File: config.mk
export PLATFORM = sky130hd
export DESIGN_NAME = bus_src_mux_p
export DESIGN_NICKNAME = d
export VERILOG_FILES = /design/src/rtl/bus_mux_pkg.sv /design/src/rtl/bus_mux_sel_decode.sv /design/src/rtl/bus_src_mux_p.sv
export SDC_FILE = /design/constraint.sdc
export NUM_CORES = 1
export LEC_CHECK = 0
export ABC_AREA = 1
export CORE_AREA = 2 2 222 224
export DETAILED_ROUTE_END_ITERATION = 16
export DIE_AREA = 0 0 224 226
export PLACE_DENSITY = 0.51
export SLEW_MARGIN = 20
export SYNTH_ARGS = -nofsm -noshare
export SYNTH_HDL_FRONTEND = slang
export SYNTH_SLANG_ARGS = --single-unit
File: constraint.sdc
create_clock -name Clock -period 7.05 [get_ports Clock]
set_clock_uncertainty 0.1 [all_clocks]
set_input_delay 0.705 -clock Clock [delete_from_list [all_inputs] [get_ports Clock]]
set_output_delay 0.705 -clock Clock [all_outputs]
set_load 0.005 [all_outputs]
File: src/rtl/bus_mux_pkg.sv
// Shared constants for the A/B bus source selector: mode encodings and default geometry.
package bus_mux_pkg;

    localparam int unsigned DEF_DATA_W  = 16;
    localparam int unsigned DEF_SEL_W   = 5;
    localparam int unsigned DEF_NUM_SRC = 32;

    // Populated slots 1-15 and 18-21; slot 0 is never a source
    localparam logic [31:0] DEF_SRC_MASK = 32'h003C_FFFE;

    localparam logic [1:0] MODE_HOLD = 2'd0;
    localparam logic [1:0] MODE_RG1  = 2'd1;
    localparam logic [1:0] MODE_MD   = 2'd2;
    localparam logic [1:0] MODE_RG2  = 2'd3;

endpackage

File: src/rtl/bus_mux_sel_decode.sv
// Combinational selector decode: picks the slot index from the active selector field
// and flags whether a load is requested and whether the slot is populated.
module bus_mux_sel_decode
    import bus_mux_pkg::*;
#(
    parameter int unsigned        NUM_SRC  = DEF_NUM_SRC,
    parameter int unsigned        SEL_W    = DEF_SEL_W,
    parameter logic [NUM_SRC-1:0] SRC_MASK = NUM_SRC'(DEF_SRC_MASK)
) (
    input  logic [1:0]       mode,
    input  logic [SEL_W-1:0] sel_rg1,
    input  logic [SEL_W-1:0] sel_md,
    input  logic [SEL_W-1:0] sel_rg2,
    output logic [SEL_W-1:0] idx_c,
    output logic             load_req_c,
    output logic             legal_c
);

    // Mask widened to the full selector range; slots at or above NUM_SRC read as unpopulated
    localparam int unsigned       MASK_W   = 1 << SEL_W;
    localparam logic [MASK_W-1:0] MASK_EXT = MASK_W'(SRC_MASK);

    always_comb begin
        idx_c      = '0;
        load_req_c = 1'b0;
        legal_c    = 1'b0;
        case (mode)
            MODE_RG1: idx_c = sel_rg1;
            MODE_MD:  idx_c = sel_md;
            MODE_RG2: idx_c = sel_rg2;
            default:  idx_c = '0;
        endcase
        load_req_c = (mode != MODE_HOLD);
        legal_c    = load_req_c && MASK_EXT[idx_c];
    end

endmodule

File: src/rtl/bus_src_mux_p.sv
// Registered A/B bus source selector with stall, write-back forwarding and sticky select error.
// Define BUS_MUX_PIPE_EN to add a second register stage (load latency 2).
module bus_src_mux_p
    import bus_mux_pkg::*;
#(
    parameter int unsigned        DATA_W   = DEF_DATA_W,
    parameter int unsigned        NUM_SRC  = DEF_NUM_SRC,
    parameter int unsigned        SEL_W    = DEF_SEL_W,
    parameter logic [NUM_SRC-1:0] SRC_MASK = NUM_SRC'(DEF_SRC_MASK)
) (
    input  logic                      Clock,
    input  logic                      Reset_n,
    input  logic [NUM_SRC*DATA_W-1:0] src_data,
    input  logic [1:0]                mode,
    input  logic [SEL_W-1:0]          sel_rg1,
    input  logic [SEL_W-1:0]          sel_md,
    input  logic [SEL_W-1:0]          sel_rg2,
    input  logic                      stall,
    input  logic                      wb_en,
    input  logic [SEL_W-1:0]          wb_idx,
    input  logic [DATA_W-1:0]         wb_data,
    input  logic                      err_clr,
    output logic [DATA_W-1:0]         bus_data,
    output logic                      bus_valid,
    output logic [SEL_W-1:0]          bus_src,
    output logic                      sel_err
);

    logic [SEL_W-1:0]  idx_c;
    logic              load_req_c;
    logic              legal_c;
    logic [DATA_W-1:0] slot_c;
    logic [DATA_W-1:0] fwd_c;
    logic              err_set_c;

    logic [DATA_W-1:0] s1_data;
    logic [SEL_W-1:0]  s1_src;
    logic              s1_valid;

    bus_mux_sel_decode #(
        .NUM_SRC  (NUM_SRC),
        .SEL_W    (SEL_W),
        .SRC_MASK (SRC_MASK)
    ) u_decode (
        .mode       (mode),
        .sel_rg1    (sel_rg1),
        .sel_md     (sel_md),
        .sel_rg2    (sel_rg2),
        .idx_c      (idx_c),
        .load_req_c (load_req_c),
        .legal_c    (legal_c)
    );

    // Slot read, then a same-cycle write-back to the chosen slot overrides the stale value
    always_comb begin
        slot_c = '0;
        for (int i = 0; i < NUM_SRC; i++) begin
            if (idx_c == SEL_W'(i)) begin
                slot_c = src_data[i*DATA_W +: DATA_W];
            end
        end
        fwd_c = (wb_en && (wb_idx == idx_c)) ? wb_data : slot_c;
    end

    always_ff @(posedge Clock) begin
        if (!Reset_n) begin
            s1_data  <= '0;
            s1_src   <= '0;
            s1_valid <= 1'b0;
        end else if (!stall) begin
            s1_valid <= legal_c;
            if (legal_c) begin
                s1_data <= fwd_c;
                s1_src  <= idx_c;
            end
        end
    end

`ifdef BUS_MUX_PIPE_EN
    logic s1_err;

    // Second stage carries data, source, strobe and error-set together; no re-forwarding here
    always_ff @(posedge Clock) begin
        if (!Reset_n) begin
            s1_err    <= 1'b0;
            bus_data  <= '0;
            bus_src   <= '0;
            bus_valid <= 1'b0;
        end else if (!stall) begin
            s1_err    <= load_req_c && !legal_c;
            bus_valid <= s1_valid;
            if (s1_valid) begin
                bus_data <= s1_data;
                bus_src  <= s1_src;
            end
        end
    end

    assign err_set_c = s1_err;
`else
    assign bus_data  = s1_data;
    assign bus_src   = s1_src;
    assign bus_valid = s1_valid;
    assign err_set_c = load_req_c && !legal_c;
`endif

    // Sticky error: a new illegal select wins over a simultaneous clear
    always_ff @(posedge Clock) begin
        if (!Reset_n) begin
            sel_err <= 1'b0;
        end else if (!stall) begin
            if (err_set_c) begin
                sel_err <= 1'b1;
            end else if (err_clr) begin
                sel_err <= 1'b0;
            end
        end
    end

endmodule

==> results.json <==
{
  "final_antenna_net_count": 0,
  "dieHeight_um": 226,
  "rows": 81,
  "drt-total-wl_um": 53100,
  "use_met1_pct": 21.7,
  "ys_ff_latch": 23,
  "synth_area_um2": 5960,
  "floorplan.initialDensity_pct": 12.3,
  "path_max_fanout": 30,
  "ys_warn_count": 0,
  "finalCritPeriodShare_pct": 76.4,
  "dieArea_um2": 50600,
  "worst_slew_pin_slew_ns": 0.979,
  "internal_power_mw": 0.646,
  "dp_hpwl_um": 46200,
  "place_ws_ns": 1.28,
  "first_iter_violations": 469,
  "synthCells": 1238,
  "dr.pass1.iters": 5,
  "hold_viol": 0,
  "ctsResizeCount": 0,
  "coreArea_um2": 48300,
  "power.share.clock_pct": 11.7,
  "setup-violations-final": 0,
  "worst_ep_required_time_ns": 7.10,
  "n_fill_cell": 5590,
  "cp-end-kind": "flip-flop",
  "wl_per_cell_um": 22.0,
  "grt_pass1_wl_um": 72700,
  "r2r-start": "bus_data[2]",
  "cp-startpoint": "mode[1]",
  "fin_setup_tns_ns": 0,
  "drive_gt1_share_pct": 6.77,
  "combinationalPowerShare_pct": 74.8,
  "clk_latency_ns": 0.26,
  "worst_slack_ns": 1.67,
  "yosysSeqAreaShare_pct": 7.73,
  "first_global_vias": 10816,
  "synth_cell_type_count": 30,
  "clk_pin_slew_worst_paths_ns": 0.07,
  "holdCritPathClass": "reg -> reg",
  "min_period_ns": 5.38,
  "avgViaCountPerCell": 4.24,
  "nets": 2344,
  "ir_drop_mv": 0.0831,
  "grt_max_degree": 32,
  "power.leakage_nw": 4.99,
  "ios": 578,
  "grt-ovfl-total": 0,
  "cts_buffers": 3,
  "cts_tree": "done",
  "fmax_mhz": 186,
  "rsz0062_at_grt": "no",
  "clockBufferDepth": 2,
  "crit_type": "in -> reg",
  "netSwitchingFraction_pct": 43.9,
  "grt_usage_pct": 19.7,
  "switchingPower_mw": 0.506,
  "antenna_found_initial": 6,
  "clock-sinks": 23,
  "arrival_ns": 5.43,
  "seqPwrFrac_pct": 13.5,
  "die_w_um": 224,
  "start_kind": "primary input",
  "numPortBuffers": 577,
  "met3_usage_pct": 3.98,
  "vias": 10226,
  "area_growth_pct": 110,
  "slew_headroom_pct": 34.7,
  "htreeDepth": 1,
  "root_buffer": "clkbuf_16",
  "syn-mean-instance-area_um2": 4.81,
  "cts_hold_buf": 0,
  "routabilityCongestion": 0.948,
  "status": "finished clean",
  "syn-num-nets": 1793,
  "drc_errors": 0,
  "use_met2_pct": 37.7,
  "slew_violations": 0,
  "powerDensity_nw_per_um2": 92.1,
  "top_usage_layer": "met2",
  "max-cap-violations": 0,
  "post-cts-setup-buffer-count": 0,
  "hold_start": "bus_valid"
}
path summary, 6_finish.rpt:
path	end	slack, ns	depth (start not counted)
max reg2reg	bus_data[2]	6.22	2
min reg2reg	bus_valid	0.36	2
max	bus_data[11]	1.67	22
min	bus_valid	0.36	2
placed cells by master, fill, tap and decap left out, types with 17 or more instances in the layout:
cell and instances:
dfxtp_1 23, or2_2 37, inv_1 129, nor2_1 122, nand2_1 493, o21ai_0 43, nand3_1 53, inv_2 21
clkdlybuf4s50_1 577, a21oi_1 109, buf_4 17, nand4_1 94
stage by stage:
| stage | power, mW | util, % | hold WS (ns) | instances | cell area [um2] |
|---|---|---|---|---|---|
| after floorplan | 0.451 | - | 0.353 | 1238 | 5960 |
| after global placement | 1.04 | 25.7 | 0.349 | 2406 | 12400 |
| after detailed placement | 1.04 | 25.7 | 0.353 | 2406 | 12400 |
| after CTS | 1.18 | 25.9 | 0.363 | 2410 | 12500 |
| after global routing | 1.24 | 25.9 | 0.399 | 2410 | 12500 |
| final | 1.15 | 25.9 | 0.362 | 2412 | 12500 |
cell usage after synthesis:
cell,count,area share [%]
nand2_1,493,31
inv_1,129,8.1
nor2_1,124,7.8
a21oi_1,109,9.2
nand4_1,94,9.9
nand3_1,54,4.5
o21ai_0,43,3.6
or2_2,37,3.9
clkbuf_1,28,1.8
dfxtp_1,23,7.7
inv_2,21,1.3
buf_2,13,1.1
or2_0,12,1.3
nor2_2,11,1.2
nand3_2,9,1.5
nor2_4,9,1.7
or2_1,7,0.73
buf_4,4,0.50
buf_6,3,0.57
nand3_4,3,0.88
nand2_2,2,0.21
xor2_1,2,0.29
a221oi_1,1,0.15
inv_4,1,0.11
nand2_4,1,0.19
nor3_1,1,0.084
nor3_2,1,0.17
nor3_4,1,0.27
o22ai_1,1,0.11
xnor2_1,1,0.15
layout make-up:
| class | instances | area (um2) | share of cell area (%) |
|---|---|---|---|
| clock inverter | 1 | 7.51 | 0.0600 |
| inverter | 151 | 569 | 4.55 |
| sequential | 23 | 460 | 3.68 |
| tap | 622 | 778 | 6.22 |
| multi-input combinational | 1016 | 4720 | 37.7 |
| antenna | 2 | 5.00 | 0.0400 |
| clock buffer | 3 | 75.1 | 0.600 |
| timing repair buffer | 594 | 5900 | 47.2 |
worst max-delay path, cell delays in order:
cell and delay, ns:
clkdlybuf4s50_1 0.79, inv_2 0.11, nand2_1 0.12, nor2_1 0.08, nor2_4 0.10, buf_4 0.35
inv_4 0.19, nor2_2 0.71, inv_2 0.29, or2_0 0.27, nand2_1 0.13, nand3_1 0.10
nand2_1 0.11, nand4_1 0.13, nand2_1 0.10, nand4_1 0.13, nor2_1 0.14, nand4_1 0.32
nor2_1 0.18, nand4_1 0.18, nand2_1 0.10, a21oi_1 0.06
metal layers:
layer / vias up / wire length (um)
li1: 5049 / -
met1: 4662 / 20600
met2: 457 / 27100
met3: 56 / 3690
met4: 2 / 1790
met5: - / 8
flip-flops by register name (all words and copies together), names as in the netlist:
register / flops
bus_src: 5
bus_valid: 1
sel_err: 1
bus_data: 16
power groups by stage:
stage	Sequential, mW	Combinational [mW]	Clock (mW)
2_1_floorplan	0.158	0.294	0
3_3_place_gp	0.158	0.881	0
3_5_place_dp	0.158	0.879	0
4_1_cts	0.155	0.883	0.139
5_1_grt	0.157	0.937	0.142
6_report	0.155	0.862	0.135
logic make-up (layout without fill, tap and decap cells):
| logic type | count (synthesis) | count (layout) | synth area share [%] |
|---|---|---|---|
| and+or+nand+nor | 859 | 859 | 65.3 |
| buffers and inverters | 199 | 749 | 13.5 |
| AOI/OAI and AO/OA | 154 | 154 | 13.0 |
| DFF | 23 | 23 | 7.73 |
| xor gates and xnor gates | 3 | 3 | 0.441 |
| other | 0 | 2 | 0 |
(Power assumes the default switching activity.)
==> edit: new RTL, same settings <==
Build with the macro `BUS_MUX_PIPE_EN` defined.
--- a/src/rtl/bus_src_mux_p.sv
+++ b/src/rtl/bus_src_mux_p.sv
@@ -1,5 +1,7 @@
 // Registered A/B bus source selector with stall, write-back forwarding and sticky select error.
 // Define BUS_MUX_PIPE_EN to add a second register stage (load latency 2).
+`define BUS_MUX_PIPE_EN
+
 module bus_src_mux_p
     import bus_mux_pkg::*;
 #(
Behaviour: not the same (a bounded check fails within 4 cycles, from zero or initial values and one cycle with Reset_n low).
==> edit against the unedited design <==
Sequential cell count increased by 23. Critical endpoint is now s1_data[3]. Synthesized cell count grew 6.8%. Total power up 22%. Wire length is 1.3% lower. Synthesized area rose by 15%. Cell area up 6.7%. Setup slack worse by 0.047 ns.
==> edit: results (changes against the unedited design) <==
| Metric | Value |
|---|---|
| Worst-path fanout max | 41 (+37%) |
| Sequential area share after synthesis | 13.5% (+5.8 points) |
| Synthesized Nets | 1877 (+4.7%) |
| Non-Filler Instances | 2489 (+3.2%) |
| Commonest cells in the netlist | nand2_1 (495), a21oi_1 (140), nor2_1 (137) |
| Final HPWL DP | 44700 um (-3.3%) |
| Vias in the first global route | 11300 (+4.3%) |
| Initial antenna violation count | 7 (+1) |
| Slew headroom | 26.3% (-8.4 points) |
| Multi-input gate share of total cell area | 37.9% (+0.17 points) |
| Registers with the most flip-flops | bus_data: 16 flops, s1_data: 16 flops |
| R2R Path Start | s1_valid |
| Overall Global Routing Usage | 19.8% (+0.093 points) |
| Largest net degree at the start of global routing | 42 (+31%) |
| Number of non-clock inverters | 141 (-6.6%) |
| Final non-clock buffer share | 44.2% (-3.0 points) |
| Share of layout cells above drive strength 1 | 6.50% (-0.27 points) |
| Fin nets | 2415 (+3.0%) |
| FF-to-FF End | bus_src[1] |
| Ant diodes | 6 (+4) |
| CTS Sinks | 46 (+100%) |
| Pre-CTS setup slack | 1.27 ns (-0.00726 ns) |
| Register area | 921 sq um (+100%) |
| Leakage | 5.35 nW (+7.0%) |
| WHS Endpoint | err_set_c |
| Peak supply drop | 0.142 mV (+71%) |
| #MultiIn Comb | 1072 (+5.5%) |
| Cell-internal power | 0.000838 W (+30%) |
| H-tree levels | 2 (+1) |
| Worst Slack Setup Final | 1.62 ns (-0.0471 ns) |
| DR vias/cell | 4.39 (+3.6%) |
| Cells after synthesis | 1322 (+6.8%) |
| R2r setup slk | 5.12 ns (-1.10 ns) |
| DP Area | 13200 sq um (+6.2%) |
| CP max stage delay | 0.90 ns (+0.11 ns) |
| Status | completed |
| Sequential share of power | 21.1% (+7.6 points) |
| Dominant cells by area after synthesis | nand2_1 (27%), dfxtp_1 (13%), a21oi_1 (10%) |
| Post-Route WL | 52400 um (-1.3%) |
| Distinct cells, synth | 37 (+23%) |
| CP arrival | 5.49 ns (+0.06 ns) |
| 1st-iter DRT viols | 586 (+25%) |
| Slowest stage cell, crit path | nor2_2 |
| Fillcell total | 5493 (-1.7%) |
| Clock buf/inv share | 1.10% (+0.44 points) |
| Crit path to | s1_data[3] |
| Pwr Density | 105 nW/um^2 (+14%) |
| # clk buffers | 5 (+2) |
| Worst hold margin | 0.361 ns (-0.00172 ns) |
| Hold_sp | err_set_c |
| Routability cong. | 0.933 (-1.6%) |
| Clk_lat worst skew | 0.29 ns (+0.03 ns) |
| Reg2Reg Depth | 4 (+2) |
| Sw frac | 40.3% (-3.7 points) |
| Clock net power | 0.000239 W (+77%) |
==> edit: cell count changes in the layout (fill, tap and decap cells not counted), moves of 5 or more <==
| cell | before | now |
|---|---|---|
| a21oi_1 | 109 | 140 |
| dfxtp_1 | 23 | 46 |
| inv_2 | 21 | 9 |
| nand4_1 | 94 | 106 |
| nor2_1 | 122 | 129 |
| or2_0 | 12 | 7 |
| or2_1 | 7 | 2 |
| or2_2 | 37 | 32 |
==> edit: cells by family after synthesis <==
family	Yosys count	share of synthesized area, %
AND/OR/NAND/NOR	876	59.1
buffers and inverters	204	12.8
AO/OA/AOI/OAI	193	14.3
flip-flops	46	13.5
XOR/XNOR	3	0.385
==> edit: routing by layer <==
layer	routed length [um]	track usage [%]
met5	17	0
met4	2070	8.24
met3	3920	4.12
met2	25800	35.6
met1	20600	22.7
==> edit: worst reg2reg max path, delay by kind of cell (launching register included) <==
family,cells,cell delay [ns]
flip-flops,1,0.31
buffers and inverters,1,0.57
AND/OR/NAND/NOR,3,0.83
